## src/rtl/vga_timing_gen.sv

```systemverilog
// rtl/vga_timing_gen.sv - parametrised VGA sync/colour timing generator
//
// Counts pixels and lines for any VGA-class mode, publishes the current
// coordinate (hpos/vpos/active plus line/frame strobes) to the colour source,
// and realigns sync, display-enable and the returned colour so that all leave
// on the same clock edge, PIPE_DLY+1 cycles after the coordinate was issued.
//
// Optional feature macro: VGA_TESTPAT_EN (adds test_en, 8-bar colour pattern).
//
// Ports:
//   clk25m       in   pixel clock
//   rst_n        in   synchronous active-low reset
//   rgb_in       in   colour for the coordinate issued PIPE_DLY cycles earlier
//   test_en      in   (VGA_TESTPAT_EN only) replace rgb_in with colour bars
//   hpos, vpos   out  current horizontal / vertical count
//   active       out  coordinate lies in the visible area (undelayed)
//   line_start   out  strobe while hpos==0
//   frame_start  out  strobe while hpos==0 and vpos==0
//   hs, vs, de   out  sync and display enable, aligned with rgb_out
//   rgb_out      out  registered colour to the pins, zero while blanked

module vga_timing_gen #(
    parameter int H_ACTIVE = 640,
    parameter int H_FP     = 16,
    parameter int H_SYNC   = 96,
    parameter int H_BP     = 48,
    parameter int V_ACTIVE = 480,
    parameter int V_FP     = 10,
    parameter int V_SYNC   = 2,
    parameter int V_BP     = 33,
    parameter int H_POL    = 0,
    parameter int V_POL    = 0,
    parameter int CW       = 12,
    parameter int PIPE_DLY = 1
) (
    input  logic          clk25m,
    input  logic          rst_n,
    input  logic [CW-1:0] rgb_in,
`ifdef VGA_TESTPAT_EN
    input  logic          test_en,
`endif
    output logic [10:0]   hpos,
    output logic [10:0]   vpos,
    output logic          active,
    output logic          line_start,
    output logic          frame_start,
    output logic          hs,
    output logic          vs,
    output logic          de,
    output logic [CW-1:0] rgb_out
);

    localparam int H_TOTAL = H_ACTIVE + H_FP + H_SYNC + H_BP;
    localparam int V_TOTAL = V_ACTIVE + V_FP + V_SYNC + V_BP;

    if (H_FP < 1 || H_SYNC < 1 || H_BP < 1 || V_FP < 1 || V_SYNC < 1 || V_BP < 1) begin : g_bad_porch
        $fatal(1, "vga_timing_gen: porch and sync widths must be >= 1");
    end
    if (H_TOTAL > 2047 || V_TOTAL > 2047) begin : g_bad_total
        $fatal(1, "vga_timing_gen: H_TOTAL and V_TOTAL must be <= 2047");
    end
    if (CW % 3 != 0 || CW < 3) begin : g_bad_cw
        $fatal(1, "vga_timing_gen: CW must be a positive multiple of 3");
    end
    if (PIPE_DLY < 0 || PIPE_DLY > 7) begin : g_bad_dly
        $fatal(1, "vga_timing_gen: PIPE_DLY must be 0..7");
    end

    localparam logic [10:0] H_LAST   = 11'(H_TOTAL - 1);
    localparam logic [10:0] V_LAST   = 11'(V_TOTAL - 1);
    localparam logic [10:0] H_ACT    = 11'(H_ACTIVE);
    localparam logic [10:0] V_ACT    = 11'(V_ACTIVE);
    localparam logic [10:0] HS_FIRST = 11'(H_ACTIVE + H_FP);
    localparam logic [10:0] HS_LAST  = 11'(H_ACTIVE + H_FP + H_SYNC - 1);
    localparam logic [10:0] VS_FIRST = 11'(V_ACTIVE + V_FP);
    localparam logic [10:0] VS_LAST  = 11'(V_ACTIVE + V_FP + V_SYNC - 1);

    logic [10:0] hcnt;
    logic [10:0] vcnt;

    always_ff @(posedge clk25m) begin
        if (!rst_n) begin
            hcnt <= '0;
            vcnt <= '0;
        end else if (hcnt == H_LAST) begin
            hcnt <= '0;
            vcnt <= (vcnt == V_LAST) ? 11'd0 : vcnt + 11'd1;
        end else begin
            hcnt <= hcnt + 11'd1;
        end
    end

    assign hpos        = hcnt;
    assign vpos        = vcnt;
    assign active      = (hcnt < H_ACT) && (vcnt < V_ACT);
    assign line_start  = (hcnt == 11'd0);
    assign frame_start = (hcnt == 11'd0) && (vcnt == 11'd0);

    // Sync bits are carried as "asserted" flags; polarity is applied at the pin.
    logic hs_raw;
    logic vs_raw;
    assign hs_raw = (hcnt >= HS_FIRST) && (hcnt <= HS_LAST);
    assign vs_raw = (vcnt >= VS_FIRST) && (vcnt <= VS_LAST);

    // Tap k of each line holds the value of the coordinate issued k cycles ago.
    // Tap PIPE_DLY gates the colour being sampled now; tap PIPE_DLY+1 is the
    // pin-side value, aligned with the registered rgb_out.
    logic [PIPE_DLY:0]   act_dly, hs_dly, vs_dly;
    logic [PIPE_DLY+1:0] act_tap, hs_tap, vs_tap;

    assign act_tap = {act_dly, active};
    assign hs_tap  = {hs_dly, hs_raw};
    assign vs_tap  = {vs_dly, vs_raw};

    always_ff @(posedge clk25m) begin
        if (!rst_n) begin
            act_dly <= '0;
            hs_dly  <= '0;
            vs_dly  <= '0;
        end else begin
            act_dly <= act_tap[PIPE_DLY:0];
            hs_dly  <= hs_tap[PIPE_DLY:0];
            vs_dly  <= vs_tap[PIPE_DLY:0];
        end
    end

    assign de = act_tap[PIPE_DLY+1];
    assign hs = (H_POL != 0) ? hs_tap[PIPE_DLY+1] : ~hs_tap[PIPE_DLY+1];
    assign vs = (V_POL != 0) ? vs_tap[PIPE_DLY+1] : ~vs_tap[PIPE_DLY+1];

    logic [CW-1:0] pix_src;

`ifdef VGA_TESTPAT_EN
    localparam int CC    = CW / 3;
    localparam int BAR_W = (H_ACTIVE / 8 > 0) ? H_ACTIVE / 8 : 1;

    // hcnt delayed to line up with rgb_in, so bars share normal-mode alignment.
    logic [10:0] h_pix;
    if (PIPE_DLY == 0) begin : g_hpix_now
        assign h_pix = hcnt;
    end else begin : g_hpix_dly
        logic [PIPE_DLY-1:0][10:0] h_dly;
        always_ff @(posedge clk25m) begin
            h_dly[0] <= hcnt;
            for (int i = 1; i < PIPE_DLY; i++) begin
                h_dly[i] <= h_dly[i-1];
            end
        end
        assign h_pix = h_dly[PIPE_DLY-1];
    end

    logic [10:0] bar_raw;
    logic [2:0]  bar;
    logic [CW-1:0] bar_col;
    assign bar_raw = h_pix / 11'(BAR_W);
    assign bar     = (bar_raw > 11'd7) ? 3'd7 : bar_raw[2:0];
    // Bar order white, yellow, cyan, green, magenta, red, blue, black.
    assign bar_col = {{CC{~bar[1]}}, {CC{~bar[2]}}, {CC{~bar[0]}}};
    assign pix_src = test_en ? bar_col : rgb_in;
`else
    assign pix_src = rgb_in;
`endif

    always_ff @(posedge clk25m) begin
        if (!rst_n) begin
            rgb_out <= '0;
        end else begin
            rgb_out <= act_tap[PIPE_DLY] ? pix_src : '0;
        end
    end

endmodule

```

## config.mk

```make
export PLATFORM = sky130hd
export DESIGN_NAME = vga_timing_gen
export DESIGN_NICKNAME = d
export VERILOG_FILES = /design/src/rtl/vga_timing_gen.sv
export SDC_FILE = /design/constraint.sdc
export NUM_CORES = 1
export LEC_CHECK = 0
export BUFFER_PORTS_ARGS = -buffer_cell sky130_fd_sc_hd__buf_2
export CAP_MARGIN = 20
export CORE_MARGIN = 2
export CORE_UTILIZATION = 45
export DETAILED_ROUTE_END_ITERATION = 7
export PLACE_DENSITY = 0.82
export REMOVE_ABC_BUFFERS = 1
export SLEW_MARGIN = 20
export SYNTH_ARGS = -nofsm -noshare
export SYNTH_HDL_FRONTEND = slang
export SYNTH_SLANG_ARGS = --single-unit
```

## constraint.sdc

```tcl
create_clock -name clk25m -period 1.8 [get_ports clk25m]
set_input_delay 0.36 -clock clk25m [delete_from_list [all_inputs] [get_ports clk25m]]
set_output_delay 0.36 -clock clk25m [all_outputs]
set_load 0.05 [all_outputs]
```

==> flow_summary_export.csv <==
group,metric,value,unit
cells_and_area,final_area,0.00249,mm2
pwr,pwr-share-seq,49.2,%
clocking,cts_made_buffers,5,
placed_design,portBuffers,53,
cells_and_area,nFillCells,291,
clocking,cts_tree,"yes",
floorplan,num_rows,22,
outcome,violations,"negative setup slack",
floorplan,io_pins,54,
synth,synth_top_area_share,47.2,%
clocking,root_buffer,"clkbuf_8",
sta,layout_setup_ws,-0.111,ns
global_route,grt_overflow_total,0,
sta,rsz0062_at_grt,"yes",
placed_design,place.gp.congestion,0.877,
cells_and_area,antenna_cells,0,
worst_setup_path,cp_top_family,"simple AND/OR/NAND/NOR gates",
worst_setup_path,cp_slowest_cell,"dfxtp_2",
global_route,grt_max_degree,15,
synth,ys_ff_latch,40,
synth,syn_area,0.00170,mm2
clocking,cts_hold_buf,0,
sta,fmax,523,MHz
route,wl,4940,um
placed_design,hpwl,3070,um
worst_setup_path,crit_fanout,2,
sta,period_share,106,%
sta,tightest_slew,0.644,ns
route,drtIter0Drc,96,
global_route,grt_pass1_wl,7380,um
worst_setup_path,max_stage_delay,0.33,ns
sta,finalSetupViolations,3,
placed_design,dp.cells,304,
floorplan,die_w,65.4,um
clocking,cts_buffer_depth,2,
sta,fin_worst_skew,0.00646,ns
worst_setup_path,start_kind,"flop",
route,ant_nets,0,
worst_setup_path,critical_path_class,"flop to output pin",
global_route,grt_pass1_vias,1612,
floorplan,fp.dieH,65.4,um
clocking,clock_insertion_delay_worst_skew,0.30,ns
global_route,track_usage,22.8,%
pwr,leakagePower,1.15,nW
clocking,clk_pin_slew,0.08,ns
hold_path,hold_path_class,"primary input to flop",
worst_setup_path,worstPathRequired,1.44,ns
route,via_count,1726,
pwr,power,1.86,mW
synth,ys_warn_count,0,
sta,hold_viol,0,
route,via_per_inst,5.41,
global_route,antenna_found_initial,0,
clocking,clock_sinks,40,
synth,synth.area.top_cells,"dfxtp_1, and3_1, nor2_1",
pwr,clkPwrFrac,39.5,%
floorplan,core_area,0.00363,mm2
placed_design,placed_area,0.00220,mm2
pwr,p_switching,469,uW
synth,synthCells,181,
route,routedWlPerCell,15.5,um
route,drcViolationCount,0,
outcome,status,"finished with violations",
cells_and_area,syn2layout_area_growth,46.9,%
route,firstDrtPassIters,4,
pwr,ir_drop,544,uV
synth,yosysTopAreaCell,"dfxtp_1",
clocking,htreeDepth,2,
pwr,p_sw_share,25.3,%
pwr,combinationalPowerShare,11.4,%
synth,ys_seq_area_share,47.2,%
pwr,pwr_density_cell,745,mW/mm2
synth,synth_area_per_cell,9.37,um2
sta,slew_headroom,56.0,%
cells_and_area,final_cell_count_no_fill,319,
worst_setup_path,path_buf_inv,1,
worst_setup_path,cp_cell_sequence,"nor4_2 -> nand3b_1 -> nor3_2 -> and2_4 -> buf_8",
synth,synth.distinct_cells,38,
worst_setup_path,end_kind,"output pin",
cells_and_area,nNetsFinal,288,
pwr,internal_power,1.39,mW
job,cap_violations,0,
worst_setup_path,cp.arrival,1.55,ns
sta,drv_slew,0,
floorplan,die-area,0.00427,mm2
sta,period_needed,1.91,ns
floorplan,start_util,46.7,%
cells_and_area,layout-drive-gt1-share,46.9,%
==> Yosys cell counts <==
| cell | count |
|---|---|
| or4_4 | 1 |
| nand4_1 | 6 |
| o31ai_1 | 2 |
| nor4_1 | 6 |
| clkbuf_1 | 5 |
| o41ai_1 | 1 |
| and2_1 | 9 |
| o21ai_0 | 4 |
| dfxtp_1 | 40 |
| or3_4 | 1 |
| a21oi_1 | 5 |
| nor3_1 | 3 |
| or3_1 | 2 |
| and3_1 | 15 |
| a211oi_1 | 1 |
| nand3_1 | 8 |
| or4b_1 | 1 |
| ha_1 | 4 |
| a31o_2 | 1 |
| mux2i_1 | 1 |
| and4_2 | 1 |
| buf_6 | 2 |
| a21oi_2 | 1 |
| and4_1 | 3 |
| a2111oi_0 | 1 |
| nor4_2 | 1 |
| nor2_1 | 19 |
| inv_1 | 9 |
| xnor2_1 | 6 |
| o31ai_4 | 1 |
| nand3b_1 | 2 |
| buf_1 | 1 |
| buf_2 | 1 |
| nand2_1 | 7 |
| nand4bb_1 | 1 |
| or2_1 | 1 |
| xor2_1 | 6 |
| nand4b_1 | 2 |
==> cell usage in the layout (no fill, tap or decap), types with 3 or more instances in the layout <==
| cell | instances |
|---|---|
| a21oi_1 | 4 |
| and2_1 | 8 |
| and3_1 | 15 |
| buf_2 | 51 |
| buf_4 | 32 |
| buf_6 | 7 |
| clkbuf_8 | 5 |
| dfxtp_1 | 32 |
| dfxtp_2 | 8 |
| ha_1 | 3 |
| inv_1 | 9 |
| nand2_1 | 7 |
| nand3_1 | 8 |
| nand4_1 | 6 |
| nor2_1 | 18 |
| nor4_1 | 4 |
| o21ai_0 | 4 |
| xnor2_1 | 6 |
| xor2_1 | 6 |
==> sequential cells by signal (all words and copies together) (netlist names) <==
name and count:
hs_dly 2, vs_dly 2, hpos 11, act_dly 2
rgb_out 12, vpos 11
==> metal layers <==
| metal | vias to the layer above | GRT usage [%] | share of wire [%] |
|---|---|---|---|
| li1 | 815 | - | - |
| met1 | 797 | 26.0 | 40 |
| met2 | 97 | 40.2 | 47 |
| met3 | 17 | 4.79 | 9.6 |
| met4 | 0 | 11.2 | 3.3 |
| met5 | - | 0 | 0 |
==> repair_timing <==
action,CTS,global route
setup buffers,7,1
pin swaps,10,11
cloned,0,1
setup endpoints to repair,3,12
resized for setup,16,20
==> cell type report <==
cell class,instances,area (um2),area share [%]
Clock buffer,5,68.8,2.76
Clock inverter,3,42.5,1.71
Inverter,9,33.8,1.36
Multi-Input combinational cell,123,885,35.5
Sequential cell,40,811,32.6
Tap cell,48,60.1,2.41
Timing Repair Buffer,91,589,23.7
==> power groups by stage <==
| stage | combinational [mW] | clock [mW] | sequential (mW) |
|---|---|---|---|
| after floorplan | 0.0548 | 0 | 0.998 |
| after global placement | 0.184 | 0 | 0.932 |
| after detailed placement | 0.186 | 0 | 0.933 |
| after CTS | 0.199 | 0.736 | 0.912 |
| after global routing | 0.222 | 0.785 | 0.915 |
| final | 0.211 | 0.732 | 0.913 |
==> per-stage QoR <==
step	setup WS, ns	TNS [ns]	utilization, %	hold slack, ns
final	-0.111	-0.170	68.5	0.298
after global routing	-0.176	-0.389	68.5	0.287
after CTS	-0.0879	-0.160	66.6	0.301
after detailed placement	0.0265	0	60.6	0.427
after global placement	0.0763	0	60.6	0.413
after floorplan	-0.856	-9.65	-	0.412
==> worst paths after layout <==
| kind | start | endpoint | slack (ns) | depth (start not counted) |
|---|---|---|---|---|
| worst min register to register | vs_dly[0]$_SDFF_PN0_ | vs_dly[1]$_SDFF_PN0_ | 0.44 | 1 |
| worst min-delay path | rgb_in[0] | rgb_out[0]$_SDFF_PN0_ | 0.30 | 2 |
| worst max-delay path | vpos[4]$_SDFFE_PN0N_ | frame_start | -0.11 | 5 |
| worst max register to register | hpos[5]$_SDFF_PP0_ | vpos[4]$_SDFFE_PN0N_ | -0.05 | 6 |
==> kinds of logic after synthesis <==
kind of cell | count (synthesis) | share of synthesized area (%)
AOI/OAI and AO/OA | 17 | 7.31
muxes | 1 | 0.590
xor gates and xnor gates | 12 | 6.20
buffers and inverters | 18 | 4.94
and+or+nand+nor | 89 | 30.8
DFF | 40 | 47.2
adders and majority gates | 4 | 2.95
(Power assumes the default switching activity.)
